$ cat src/rtl/median5_stream_if.sv
// rtl/median5_stream_if.sv - sample-in / sorted-window-out handshake bundle for median5_stream
//
// Purpose : groups the input sample handshake and the sorted result handshake.
// Signals : in_valid/in_ready/in_data - serial sample stream into the sorter
//           out_valid/out_ready       - result handshake toward downstream logic
//           x1..x5                    - sorted window, ascending (x1 smallest)
//           y                         - median, always equal to x3
// Modports: master - sample source / result consumer side
//           slave  - median5_stream side
interface median5_stream_if #(
  parameter int WIDTH = 8
);
  logic             in_valid;
  logic             in_ready;
  logic [WIDTH-1:0] in_data;
  logic             out_valid;
  logic             out_ready;
  logic [WIDTH-1:0] x1;
  logic [WIDTH-1:0] x2;
  logic [WIDTH-1:0] x3;
  logic [WIDTH-1:0] x4;
  logic [WIDTH-1:0] x5;
  logic [WIDTH-1:0] y;

  modport master (
    output in_valid, in_data, out_ready,
    input  in_ready, out_valid, x1, x2, x3, x4, x5, y
  );

  modport slave (
    input  in_valid, in_data, out_ready,
    output in_ready, out_valid, x1, x2, x3, x4, x5, y
  );
endinterface

$ cat src/rtl/median5_stream.sv
// rtl/median5_stream.sv - streaming 5-sample median via one odd-even transposition pass per clock
//
// Purpose : collects 5 samples, sorts them over 5 clocks, presents x1..x5 and median y.
// Ports   : clk   - rising-edge clock
//           rst   - asynchronous active-high reset
//           clear - synchronous window flush / operation abort (beats in_valid and out_ready)
//           bus   - median5_stream_if.slave (in_valid/in_ready/in_data,
//                   out_valid/out_ready, x1..x5, y)
// Option  : MEDIAN5_SLIDING_WINDOW_EN - when defined the window slides (one result per
//           new sample after the first 5); undefined gives a tumbling window.
module median5_stream #(
  parameter int WIDTH = 8
) (
  input  logic clk,
  input  logic rst,
  input  logic clear,
  median5_stream_if.slave bus
);

  typedef enum logic [1:0] {
    LOAD = 2'd0,
    SORT = 2'd1,
    DONE = 2'd2
  } state_t;

`ifdef MEDIAN5_SLIDING_WINDOW_EN
  // Window keeps its 5 samples; the next accept completes a fresh window.
  localparam logic [2:0] CNT_RELOAD = 3'd4;
`else
  localparam logic [2:0] CNT_RELOAD = 3'd0;
`endif

  state_t           r_state;
  state_t           w_next;
  logic [2:0]       r_cnt;
  logic [2:0]       r_pass;
  logic [WIDTH-1:0] r_win [5];   // arrival order, index 0 newest
  logic [WIDTH-1:0] r_srt [5];
  logic [WIDTH-1:0] r_x   [5];
  logic [WIDTH-1:0] w_win_shift [5];
  logic [WIDTH-1:0] w_pass_out  [5];

  // Window as it would look after accepting the current sample.
  always_comb begin
    w_win_shift[0] = bus.in_data;
    for (int i = 1; i < 5; i++) begin
      w_win_shift[i] = r_win[i-1];
    end
  end

  // One transposition pass; even passes touch (0,1),(2,3), odd passes (1,2),(3,4).
  always_comb begin
    for (int i = 0; i < 5; i++) begin
      w_pass_out[i] = r_srt[i];
    end
    if (!r_pass[0]) begin
      if (r_srt[0] > r_srt[1]) begin
        w_pass_out[0] = r_srt[1];
        w_pass_out[1] = r_srt[0];
      end
      if (r_srt[2] > r_srt[3]) begin
        w_pass_out[2] = r_srt[3];
        w_pass_out[3] = r_srt[2];
      end
    end else begin
      if (r_srt[1] > r_srt[2]) begin
        w_pass_out[1] = r_srt[2];
        w_pass_out[2] = r_srt[1];
      end
      if (r_srt[3] > r_srt[4]) begin
        w_pass_out[3] = r_srt[4];
        w_pass_out[4] = r_srt[3];
      end
    end
  end

  // State register
  always_ff @(posedge clk or posedge rst) begin
    if (rst) begin
      r_state <= LOAD;
    end else begin
      r_state <= w_next;
    end
  end

  // Next-state logic
  always_comb begin
    w_next = r_state;
    case (r_state)
      LOAD: if (!clear && bus.in_valid && r_cnt == 3'd4) w_next = SORT;
      SORT: begin
        if (clear)                w_next = LOAD;
        else if (r_pass == 3'd4)  w_next = DONE;
      end
      DONE: if (clear || bus.out_ready) w_next = LOAD;
      default: w_next = LOAD;
    endcase
  end

  // Output logic: handshake flags follow the state directly.
  always_comb begin
    bus.in_ready  = (r_state == LOAD);
    bus.out_valid = (r_state == DONE);
  end

  // Datapath: window, count, sort registers and held result.
  always_ff @(posedge clk or posedge rst) begin
    if (rst) begin
      r_cnt  <= 3'd0;
      r_pass <= 3'd0;
      for (int i = 0; i < 5; i++) begin
        r_win[i] <= '0;
        r_srt[i] <= '0;
        r_x[i]   <= '0;
      end
    end else begin
      case (r_state)
        LOAD: begin
          if (clear) begin
            r_cnt <= 3'd0;
          end else if (bus.in_valid) begin
            for (int i = 0; i < 5; i++) begin
              r_win[i] <= w_win_shift[i];
            end
            r_cnt <= r_cnt + 3'd1;
            if (r_cnt == 3'd4) begin
              for (int i = 0; i < 5; i++) begin
                r_srt[i] <= w_win_shift[i];
              end
              r_pass <= 3'd0;
            end
          end
        end
        SORT: begin
          if (clear) begin
            r_cnt <= 3'd0;
          end else begin
            for (int i = 0; i < 5; i++) begin
              r_srt[i] <= w_pass_out[i];
            end
            r_pass <= r_pass + 3'd1;
            if (r_pass == 3'd4) begin
              for (int i = 0; i < 5; i++) begin
                r_x[i] <= w_pass_out[i];
              end
            end
          end
        end
        DONE: begin
          if (clear) begin
            r_cnt <= 3'd0;
          end else if (bus.out_ready) begin
            r_cnt <= CNT_RELOAD;
          end
        end
        default: r_cnt <= 3'd0;
      endcase
    end
  end

  assign bus.x1 = r_x[0];
  assign bus.x2 = r_x[1];
  assign bus.x3 = r_x[2];
  assign bus.x4 = r_x[3];
  assign bus.x5 = r_x[4];
  assign bus.y  = r_x[2];

endmodule

$ cat src/flat_wrapper.sv
// flat-port wrapper written by rule: the top's interface ports become plain ports
module median5_stream_flat 
#(
  parameter int WIDTH = 8
)
  (clk, rst, clear, bus_in_valid, bus_in_data, bus_out_ready, bus_in_ready, bus_out_valid, bus_x1, bus_x2, bus_x3, bus_x4, bus_x5, bus_y);
  median5_stream_if #(.WIDTH(WIDTH)) bus_i ();
  input  logic clk;
  input  logic rst;
  input  logic clear;
  input wire logic [$bits(bus_i.in_valid)-1:0] bus_in_valid;
  input wire logic [$bits(bus_i.in_data)-1:0] bus_in_data;
  input wire logic [$bits(bus_i.out_ready)-1:0] bus_out_ready;
  output wire logic [$bits(bus_i.in_ready)-1:0] bus_in_ready;
  output wire logic [$bits(bus_i.out_valid)-1:0] bus_out_valid;
  output wire logic [$bits(bus_i.x1)-1:0] bus_x1;
  output wire logic [$bits(bus_i.x2)-1:0] bus_x2;
  output wire logic [$bits(bus_i.x3)-1:0] bus_x3;
  output wire logic [$bits(bus_i.x4)-1:0] bus_x4;
  output wire logic [$bits(bus_i.x5)-1:0] bus_x5;
  output wire logic [$bits(bus_i.y)-1:0] bus_y;
  assign bus_i.in_valid = bus_in_valid;
  assign bus_i.in_data = bus_in_data;
  assign bus_i.out_ready = bus_out_ready;
  assign bus_in_ready = bus_i.in_ready;
  assign bus_out_valid = bus_i.out_valid;
  assign bus_x1 = bus_i.x1;
  assign bus_x2 = bus_i.x2;
  assign bus_x3 = bus_i.x3;
  assign bus_x4 = bus_i.x4;
  assign bus_x5 = bus_i.x5;
  assign bus_y = bus_i.y;
  median5_stream #(.WIDTH(WIDTH)) u_core (.clk(clk), .rst(rst), .clear(clear), .bus(bus_i));
endmodule
$ cat config.mk
export PLATFORM = sky130hd
export DESIGN_NAME = median5_stream_flat
export DESIGN_NICKNAME = d
export VERILOG_FILES = /design/src/rtl/median5_stream_if.sv /design/src/rtl/median5_stream.sv /design/src/flat_wrapper.sv
export SDC_FILE = /design/constraint.sdc
export NUM_CORES = 1
export LEC_CHECK = 0
export BUFFER_PORTS_ARGS = -buffer_cell sky130_fd_sc_hd__buf_2
export CAP_MARGIN = 20
export CORE_MARGIN = 2
export CORE_UTILIZATION = 50
export DETAILED_ROUTE_END_ITERATION = 10
export PLACE_DENSITY = 0.69
export SYNTH_ARGS = -nofsm -noshare
export SYNTH_HDL_FRONTEND = slang
export SYNTH_SLANG_ARGS = --single-unit
$ cat constraint.sdc
create_clock -name clk -period 4.5 [get_ports clk]
set_input_delay 0.9 -clock clk [delete_from_list [all_inputs] [get_ports clk]]
set_output_delay 0.9 -clock clk [all_outputs]
set_load 0.01 [all_outputs]
==> results of run 1 <==
-- layer usage --
layer  routed length, µm  vias to the layer above
met1                8430                     2767
met5                   0                        -
met2                8240                      267
met3                1760                       36
li1                    -                     2611
met4                 434                        0
-- flip-flops by register name (all words and copies together) (netlist names) --
register	flops
u_core.bus.x2	8
u_core.bus.x5	8
u_core.r_pass	3
u_core.bus.x3	8
u_core.bus.x1	8
u_core.r_win	32
u_core.r_srt	40
u_core.bus.x4	8
u_core.r_state	2
u_core.r_cnt	3
-- path summary, 6_finish.rpt --
check,start,end,slack (ps),depth (start not counted)
max,u_core.r_srt[9],u_core.r_srt[21],1650,8
min,u_core.bus.x2[7],u_core.bus.x2[7],470,2
max reg2reg,u_core.r_srt[9],u_core.r_srt[21],1650,8
min reg2reg,u_core.bus.x2[7],u_core.bus.x2[7],470,2
max in group asynchronous,rst,u_core.r_win[10],2940,3
min in group asynchronous,rst,u_core.bus.x1[5],670,2
-- Yosys cell counts, types with 3 or more instances --
| cell type | n |
|---|---|
| o31ai_1 | 16 |
| nor2b_1 | 7 |
| mux2_2 | 32 |
| ha_1 | 36 |
| o22ai_1 | 9 |
| and4_1 | 7 |
| a31oi_1 | 10 |
| a21o_1 | 4 |
| nor3_1 | 4 |
| nor2_1 | 20 |
| a2bb2oi_1 | 15 |
| a22oi_1 | 10 |
| a211oi_2 | 3 |
| a211oi_1 | 21 |
| buf_6 | 4 |
| nand4_1 | 20 |
| nor2_2 | 3 |
| nand3_1 | 8 |
| a32o_1 | 7 |
| dfrtp_1 | 120 |
| a211oi_4 | 3 |
| o211ai_1 | 19 |
| o21ai_0 | 4 |
| buf_2 | 12 |
| a21oi_1 | 28 |
| mux2i_1 | 31 |
| clkbuf_1 | 20 |
| nand2_1 | 50 |
| a221o_1 | 8 |
| a21oi_2 | 4 |
| inv_1 | 39 |
| o221ai_1 | 7 |
| buf_1 | 3 |
| or3_1 | 3 |
| buf_4 | 10 |
| o21ai_1 | 36 |
| and3_1 | 9 |
-- tightest hold or removal path, stage by stage, from the launching register on --
cell and delay, ps:
dfrtp_1 330, nand2_1 50, o31ai_1 50
-- power by group --
| part | switching [W] | internal (W) | total (W) |
|---|---|---|---|
| sequential | 0.000236 | 0.00126 | 0.00149 |
| combinational | 0.000780 | 0.000484 | 0.00126 |
| clock | 0.000469 | 0.000834 | 0.00130 |
| total | 0.00149 | 0.00257 | 0.00406 |
-- through the flow --
step                util, %  setup WS (ps)
floorplan                 -            414
global placement       54.2           1720
detailed placement     54.2           1720
CTS                    58.5           1710
global route           58.5           1480
finish                 58.5           1650
-- cells by family after synthesis --
| group | count (synthesis) | synth area share [%] |
|---|---|---|
| AO/OA/AOI/OAI | 218 | 23.3 |
| AND/OR/NAND/NOR | 141 | 10.8 |
| flip-flops | 120 | 43.5 |
| buffers and inverters | 89 | 6.04 |
| multiplexers | 63 | 9.72 |
| adder cells (fa/ha/maj) | 36 | 6.53 |
-- cell type report --
class                      count  area, µm²  share of cell area [%]
inverter                      40        153                    1.96
clock buffer                  22        464                    5.95
tap                          176        220                    2.82
multi-input combinational    458       3480                    44.7
sequential                   120       3000                    38.5
clock inverter                 9        100                    1.28
timing repair buffer          71        378                    4.84
==> flow_summary.json, run 1 <==
{
  "dp.cells": 865,
  "crit_path_top_delay_cell": "a21o_1",
  "hp-class": "reg -> reg",
  "cts_root_buf": "clkbuf_16",
  "vias": 5681,
  "ys_warn_count": 0,
  "viasPerCell": 6.34,
  "placed_cell_area_mm2": 0.00724,
  "antenna_left": 0,
  "wl_per_cell_um": 21.0,
  "antenna_found_initial": 0,
  "ios": 63,
  "p_leak_nw": 3.41,
  "grt_first_pass_wirelength_um": 30300,
  "synth-async-reset-ratio_pct": 100,
  "track_usage_pct": 27.1,
  "grtUsageMet2_pct": 39.3,
  "grt_max_degree": 73,
  "min_period_ps": 2850,
  "path_clk_slew_ps": 50,
  "numCtsBuffers": 17,
  "cts_tree": "yes",
  "worstSetupPathType": "reg -> reg",
  "power-per-cell-area_mw_per_mm2": 520,
  "synth_top_flop_cell": "dfrtp_1",
  "row_count": 42,
  "synth-seq-cells": 120,
  "dieArea_mm2": 0.0147,
  "fin_area_mm2": 0.00780,
  "crit_path_max_fanout": 15,
  "cts_setup_buffers": 0,
  "layout_commonest_cell": "dfrtp_1",
  "htree_levels": 4,
  "worst_slew_pin_slew_ps": 1170,
  "gr-usage-met1_pct": 38.8,
  "grt_pass1_vias": 5456,
  "syn_avg_cell_area_um2": 10.3,
  "skew_ps": 6.85,
  "synthTopCellsByArea": "dfrtp_1, ha_1, mux2_2",
  "fin_nets": 757,
  "gp_congestion": 0.929,
  "max_freq_ghz": 0.350,
  "slew_viol_final": 0,
  "final-hold-violation-count": 0,
  "cp.required_ps": 4800,
  "grt_use_met3_pct": 7.61,
  "drv_cap": 0,
  "p_total_w": 0.00406,
  "rsz0062_at_grt": "no",
  "critPathLaunchType": "flip-flop",
  "grt_overflow": 0,
  "die_x_um": 121,
  "crit_buf_inv": 1,
  "routed_wl_um": 18900,
  "status": "finished, final reports clean",
  "fp.coreArea_mm2": 0.0133,
  "slew_headroom_pct": 21.8,
  "hold_buffers": 0,
  "insertion_delay_ps": 420,
  "final_cells": 896,
  "hpwl_um": 13200,
  "max-vdd-ir-drop_uv": 257,
  "drt_iter0_drc": 585,
  "critical_path.top_delay_family": "compound AO/OA/AOI/OAI gates",
  "fp.dieH_um": 121,
  "cp.arrival_ps": 3160,
  "synth_top_area_share_pct": 43.5,
  "synthesis.nets": 716,
  "portBuffers": 62,
  "area_growth_pct": 13.1,
  "synth_cells": 667,
  "clockBufferDepth": 2,
  "crit_top_cell": "a21o_1",
  "first_pass_iters": 5,
  "synth_edf_count": 0,
  "synth_area_mm2": 0.00690,
  "crit_chain": "inv_1 -> ha_1 -> nor2b_1 -> o211ai_1 -> a21o_1 -> a21o_1 -> a211oi_1 -> o31ai_1",
  "endpoint_kind": "flip-flop",
  "mostFrequentLayoutCells": "dfrtp_1, buf_2, nand2_1, inv_1",
  "critPathMaxStageDelay_ps": 650,
  "post-route-drc-count": 0,
  "busiest_layer": "met2",
  "ys_types": 57,
  "synth_seq_area_share_pct": 43.5,
  "cts-resized-gates": 0,
  "layout-drive-gt1-share_pct": 22.2,
  "fill_cells": 1195,
  "setup_violations": 0,
  "period_share_pct": 63.4,
  "yosys.area.top_type": "dfrtp_1",
  "clkSinkCount": 120,
  "tns_ps": 0,
  "holdWs_ps": 470,
  "diodes": 0,
  "initial_core_util_pct": 51.7
}
Power figures use the tool's default switching activity.
==> run 2: changes to the inputs <==
--- a/config.mk
+++ b/config.mk
@@ -5,6 +5,7 @@
 export SDC_FILE = /design/constraint.sdc
 export NUM_CORES = 1
 export LEC_CHECK = 0
+export ABC_AREA = 1
 export BUFFER_PORTS_ARGS = -buffer_cell sky130_fd_sc_hd__buf_2
 export CAP_MARGIN = 20
 export CORE_MARGIN = 2
==> constraint.sdc (replaced) <==
create_clock -name clk -period 2.77 [get_ports clk]
set_input_delay 0.554 -clock clk [delete_from_list [all_inputs] [get_ports clk]]
set_output_delay 0.554 -clock clk [all_outputs]
set_load 0.01 [all_outputs]
==> flow_summary.json, run 2 <==
{
  "fill_cells": 1288,
  "p_leak_nw": 4.48,
  "endpoint_kind": "flip-flop",
  "clockBufferDepth": 2,
  "fin_nets": 1076,
  "power-per-cell-area_mw_per_mm2": 1240,
  "setup_ws_ps": 427,
  "drt_iter0_drc": 630,
  "yosys.area.top_type": "dfrtp_1",
  "path_clk_slew_ps": 60,
  "fp.dieH_um": 123,
  "first_pass_iters": 7,
  "area_growth_pct": 15.4,
  "final-hold-violation-count": 0,
  "htree_levels": 4,
  "ios": 63,
  "insertion_delay_ps": 430,
  "synth_seq_area_share_pct": 42.7,
  "dp.cells": 1188,
  "viasPerCell": 5.33,
  "skew_ps": 8.15,
  "rsz0062_at_grt": "no",
  "syn_avg_cell_area_um2": 7.18,
  "yosys-top-cells-count": "nand2_1, nand3_1, nor2_1, dfrtp_1, inv_1",
  "post-route-drc-count": 0,
  "slew_headroom_pct": 40.5,
  "critical_path.top_delay_family": "simple AND/OR/NAND/NOR gates",
  "hpwl_um": 12900,
  "synth_area_mm2": 0.00704,
  "cts_tree": "yes",
  "wl_per_cell_um": 15.4,
  "p_total_w": 0.0101,
  "die_x_um": 123,
  "regArea_mm2": 0.00300,
  "synth_edf_count": 0,
  "vias": 6506,
  "worstSetupPathType": "reg -> reg",
  "ys_warn_count": 0,
  "clkSinkCount": 120,
  "critPathLaunchType": "flip-flop",
  "final_cells": 1220,
  "critPathMaxStageDelay_ps": 410,
  "cp.required_ps": 3090,
  "grt_pass1_vias": 6221,
  "period_share_pct": 84.6,
  "synthTopCellsByArea": "dfrtp_1, nand2_1, nand3_1",
  "antenna_found_initial": 0,
  "gp_congestion": 0.892,
  "grt_max_degree": 121,
  "synth-async-reset-ratio_pct": 100,
  "min_period_ps": 2340,
  "drv_cap": 0,
  "largest_reg_flops": 40,
  "cts-resized-gates": 0,
  "antenna_left": 0,
  "setup_violations": 0,
  "max-vdd-ir-drop_uv": 644,
  "cts_setup_buffers": 0,
  "fp.coreArea_mm2": 0.0138,
  "multi_input_comb_area_mm2": 0.00347,
  "post-synth-top-count-cell": "nand2_1",
  "max_freq_ghz": 0.427,
  "row_count": 43,
  "synth-seq-cells": 120,
  "ys_types": 31,
  "dieArea_mm2": 0.0150,
  "synth_top_area_share_pct": 42.7,
  "top_regs": "u_core.r_srt (40), u_core.r_win (32)",
  "layout_commonest_cell": "nand2_1",
  "worst_slew_pin_slew_ps": 893,
  "grt_overflow": 0,
  "crit_top_cell": "nand2_1",
  "tns_ps": 0,
  "mostFrequentLayoutCells": "nand2_1, nand3_1, nor2_1, dfrtp_1, inv_1",
  "numCtsBuffers": 17,
  "fin_util_pct": 58.8,
  "ff2ff_setup_slack_ps": 430,
  "synthesis.nets": 1030,
  "cts_root_buf": "clkbuf_16",
  "place_ws_ps": 516,
  "regMostFlops": "u_core.r_srt",
  "cp.arrival_ps": 2660,
  "crit_chain": "inv_1 -> ha_1 -> a21o_1 -> nor2_1 -> nand2_2 -> nand2_2 -> nand2_1 -> nand3_1 -> nand3_1 -> nand2_1 -> nand2_1",
  "diodes": 0,
  "crit_path_max_fanout": 17,
  "hp-class": "in -> async",
  "crit_buf_inv": 1,
  "track_usage_pct": 26.9,
  "synth_cells": 981,
  "grt_first_pass_wirelength_um": 31100,
  "synth_top_flop_cell": "dfrtp_1",
  "initial_core_util_pct": 50.9,
  "layout-drive-gt1-share_pct": 12.8,
  "crit_path_top_delay_cell": "dfrtp_1",
  "status": "finished, final reports clean",
  "slew_viol_final": 0,
  "routed_wl_um": 18800,
  "hold_buffers": 0,
  "portBuffers": 62
}
==> run 2: worst register-to-register path, cell delays in order, from the launching register on <==
cell and delay (ps):
dfrtp_1 410, inv_1 180, ha_1 280, a21o_1 200, nor2_1 150, nand2_2 230, nand2_2 340, nand2_1 90
nand3_1 100, nand3_1 110, nand2_1 100, nand2_1 50
==> run 2: kinds of logic after synthesis <==
| kind of cell | count (synthesis) | synth area share [%] |
|---|---|---|
| AOI/OAI and AO/OA | 85 | 6.45 |
| DFF | 120 | 42.7 |
| and+or+nand+nor | 605 | 36.2 |
| buffers and inverters | 134 | 8.17 |
| xor gates and xnor gates | 1 | 0.124 |
| adders and majority gates | 36 | 6.40 |
==> run 2: through the flow <==
stage | hold WS, ps | cell area, µm²
after global placement | 460 | 7460
after CTS | 349 | 8130
final | 300 | 8130
after detailed placement | 460 | 7460
after floorplan | 453 | 7040
after global routing | 368 | 8130
==> run 2: final timing paths <==
check                            startpoint                to  cells past startpoint
min in group clk             bus_in_data[0]  u_core.r_win[32]                      3
min                                     rst  u_core.bus.x5[6]                      3
max in group asynchronous               rst   u_core.r_cnt[2]                      3
max reg2reg                u_core.r_srt[23]  u_core.r_srt[20]                     11
min reg2reg                u_core.bus.x4[3]  u_core.bus.x4[3]                      2
max                        u_core.r_srt[23]  u_core.r_srt[20]                     11
==> run 2: final cells by class <==
type	instances	area share [%]
multi-input combinational	727	42.7
timing repair buffer	77	5.51
tap	180	2.77
sequential	120	36.9
clock buffer	20	5.74
inverter	84	3.93
clock inverter	12	2.42
==> run 2: power by group <==
part / leakage (nW) / internal [W] / switching (W)
Clock: 0.318 / 0.00166 / 0.000833
Combinational: 2.63 / 0.00157 / 0.00339
Sequential: 1.53 / 0.00221 / 0.000396
Total: 4.48 / 0.00543 / 0.00462
==> run 2: layer usage <==
metal	vias up	GRT usage, %	share of wire (%)
li1	3225	-	-
met1	3041	34.3	45
met2	193	43.8	48
met3	47	5.25	4.3
met4	0	13.1	3.3
met5	-	0	0
==> run 3: changes to the inputs <==
--- a/config.mk
+++ b/config.mk
@@ -11,7 +11,7 @@
 export CORE_MARGIN = 2
 export CORE_UTILIZATION = 50
 export DETAILED_ROUTE_END_ITERATION = 10
-export PLACE_DENSITY = 0.69
+export PLACE_DENSITY = 0.72
 export SYNTH_ARGS = -nofsm -noshare
 export SYNTH_HDL_FRONTEND = slang
 export SYNTH_SLANG_ARGS = --single-unit
==> constraint.sdc (replaced) <==
create_clock -name clk -period 2 [get_ports clk]
set_input_delay 0.4 -clock clk [delete_from_list [all_inputs] [get_ports clk]]
set_output_delay 0.4 -clock clk [all_outputs]
set_load 0.01 [all_outputs]
==> flow_summary.json, run 3 (same netlist as run 2, synthesis figures left out) <==
{
  "initial_core_util_pct": 50.9,
  "endpoint_kind": "flip-flop",
  "routed_wl_um": 20400,
  "clkSinkCount": 120,
  "post-route-drc-count": 0,
  "cts_tree": "yes",
  "path_clk_slew_ps": 60,
  "crit_buf_inv": 2,
  "worst_slew_pin_slew_ps": 563,
  "cp.arrival_ps": 2270,
  "cp.required_ps": 2320,
  "hold_buffers": 0,
  "drv_cap": 0,
  "fill_cells": 1184,
  "area_growth_pct": 29.0,
  "hp-class": "in -> async",
  "crit_top_cell": "nand2_4",
  "track_usage_pct": 27.9,
  "antenna_found_initial": 0,
  "vias": 6884,
  "drt_iter0_drc": 545,
  "grt_max_degree": 66,
  "place_ws_ps": -69.0,
  "insertion_delay_ps": 430,
  "max_freq_ghz": 0.512,
  "htree_levels": 4,
  "critical_path.top_delay_family": "simple AND/OR/NAND/NOR gates",
  "fin_nets": 1143,
  "grt_first_pass_wirelength_um": 32100,
  "setup_ws_ps": 48.6,
  "final-hold-violation-count": 0,
  "row_count": 43,
  "mostFrequentLayoutCells": "nand2_1, nor2_1, dfrtp_1, nand3_1, inv_1",
  "wl_per_cell_um": 15.9,
  "min_period_ps": 1950,
  "dieArea_mm2": 0.0150,
  "grt_pass1_vias": 6484,
  "slew_viol_final": 0,
  "cts_root_buf": "clkbuf_16",
  "largest_reg_flops": 40,
  "slew_headroom_pct": 62.5,
  "period_share_pct": 97.6,
  "worstSetupPathType": "reg -> reg",
  "gp_congestion": 0.915,
  "p_total_w": 0.0169,
  "grt_overflow": 0,
  "diodes": 0,
  "antenna_left": 0,
  "numCtsBuffers": 17,
  "critPathMaxStageDelay_ps": 370,
  "crit_path_max_fanout": 8,
  "portBuffers": 62,
  "max-vdd-ir-drop_uv": 1080,
  "fp.coreArea_mm2": 0.0138,
  "skew_ps": 10.6,
  "regMostFlops": "u_core.r_srt",
  "fp.dieH_um": 123,
  "die_x_um": 123,
  "fin_area_mm2": 0.00908,
  "clockBufferDepth": 2,
  "setup_violations": 0,
  "power-per-cell-area_mw_per_mm2": 1860,
  "placed_cell_area_mm2": 0.00792,
  "hpwl_um": 13900,
  "layout-drive-gt1-share_pct": 25.8,
  "critPathLaunchType": "flip-flop",
  "layout_commonest_cell": "nand2_1",
  "rsz0062_at_grt": "yes",
  "crit_path_top_delay_cell": "dfrtp_1",
  "first_pass_iters": 5,
  "status": "finished, final reports clean",
  "top_regs": "u_core.r_srt (40), u_core.r_win (32)",
  "ios": 63,
  "crit_chain": "inv_1 -> ha_1 -> a21oi_1 -> o21a_1 -> nand2_4 -> nand2_4 -> buf_8 -> nand2_4 -> nand3_4 -> nand3_2 -> nand2_2 -> nand2_1",
  "viasPerCell": 5.35,
  "p_leak_nw": 4.84
}
## run 3: final cells by class
cell class / instances / area, µm² / area share [%]
timing repair buffer: 144 / 1030 / 11.4
tap: 180 / 225 / 2.48
clock buffer: 20 / 467 / 5.14
inverter: 84 / 324 / 3.57
multi-input combinational: 727 / 3880 / 42.7
clock inverter: 12 / 149 / 1.64
sequential: 120 / 3010 / 33.1
## run 3: layer usage
| layer | wire [µm] | up-vias | track usage [%] |
|---|---|---|---|
| met5 | 0 | - | 0 |
| met4 | 872 | 0 | 14.4 |
| met3 | 977 | 56 | 5.48 |
| met1 | 8680 | 3236 | 35.5 |
| li1 | - | 3372 | - |
| met2 | 9880 | 220 | 45.1 |
## run 3: tightest hold or removal path: cells and delay by family
kind     cells  cell delay (ps)
buf+inv      3              490
## run 3: what timing repair did
action                                  CTS  global route
pin swaps                                 0            31
endpoints found under the setup margin   32            80
cloned                                    0             1
setup buffers                             0            10
resized for setup                         5           114
## run 3: path summary, 6_finish.rpt
check                            startpoint          endpoint  slack (ps)  cells after the start
setup / recovery           u_core.r_srt[15]  u_core.r_srt[16]          50                     12
hold / removal                          rst  u_core.bus.x5[6]          80                      3
setup reg to reg           u_core.r_srt[15]  u_core.r_srt[16]          50                     12
hold reg to reg            u_core.bus.x4[7]  u_core.bus.x4[7]         470                      2
max in group asynchronous               rst  u_core.r_srt[30]        1610                      3
min in group clk             bus_in_data[0]  u_core.r_win[32]         240                      3
## run 3: where the power goes
part | total (W) | leakage, nW | internal [W] | switching [W]
clock | 0.00318 | 0.294 | 0.00205 | 0.00113
sequential | 0.00364 | 1.52 | 0.00307 | 0.000575
combinational | 0.0101 | 3.03 | 0.00408 | 0.00604
## run 3: per-stage QoR
| step | utilization (%) | setup TNS [ps] | hold WS, ps | instances |
|---|---|---|---|---|
| finish | 65.7 | 0 | 78.6 | 1287 |
| global route | 65.7 | -743 | 117 | 1287 |
| CTS | 61.8 | -7.47 | 95.8 | 1276 |
| detailed placement | 57.3 | -457 | 460 | 1244 |
| global placement | 57.3 | 0 | 457 | 1244 |
| floorplan | - | 0 | 453 | 981 |
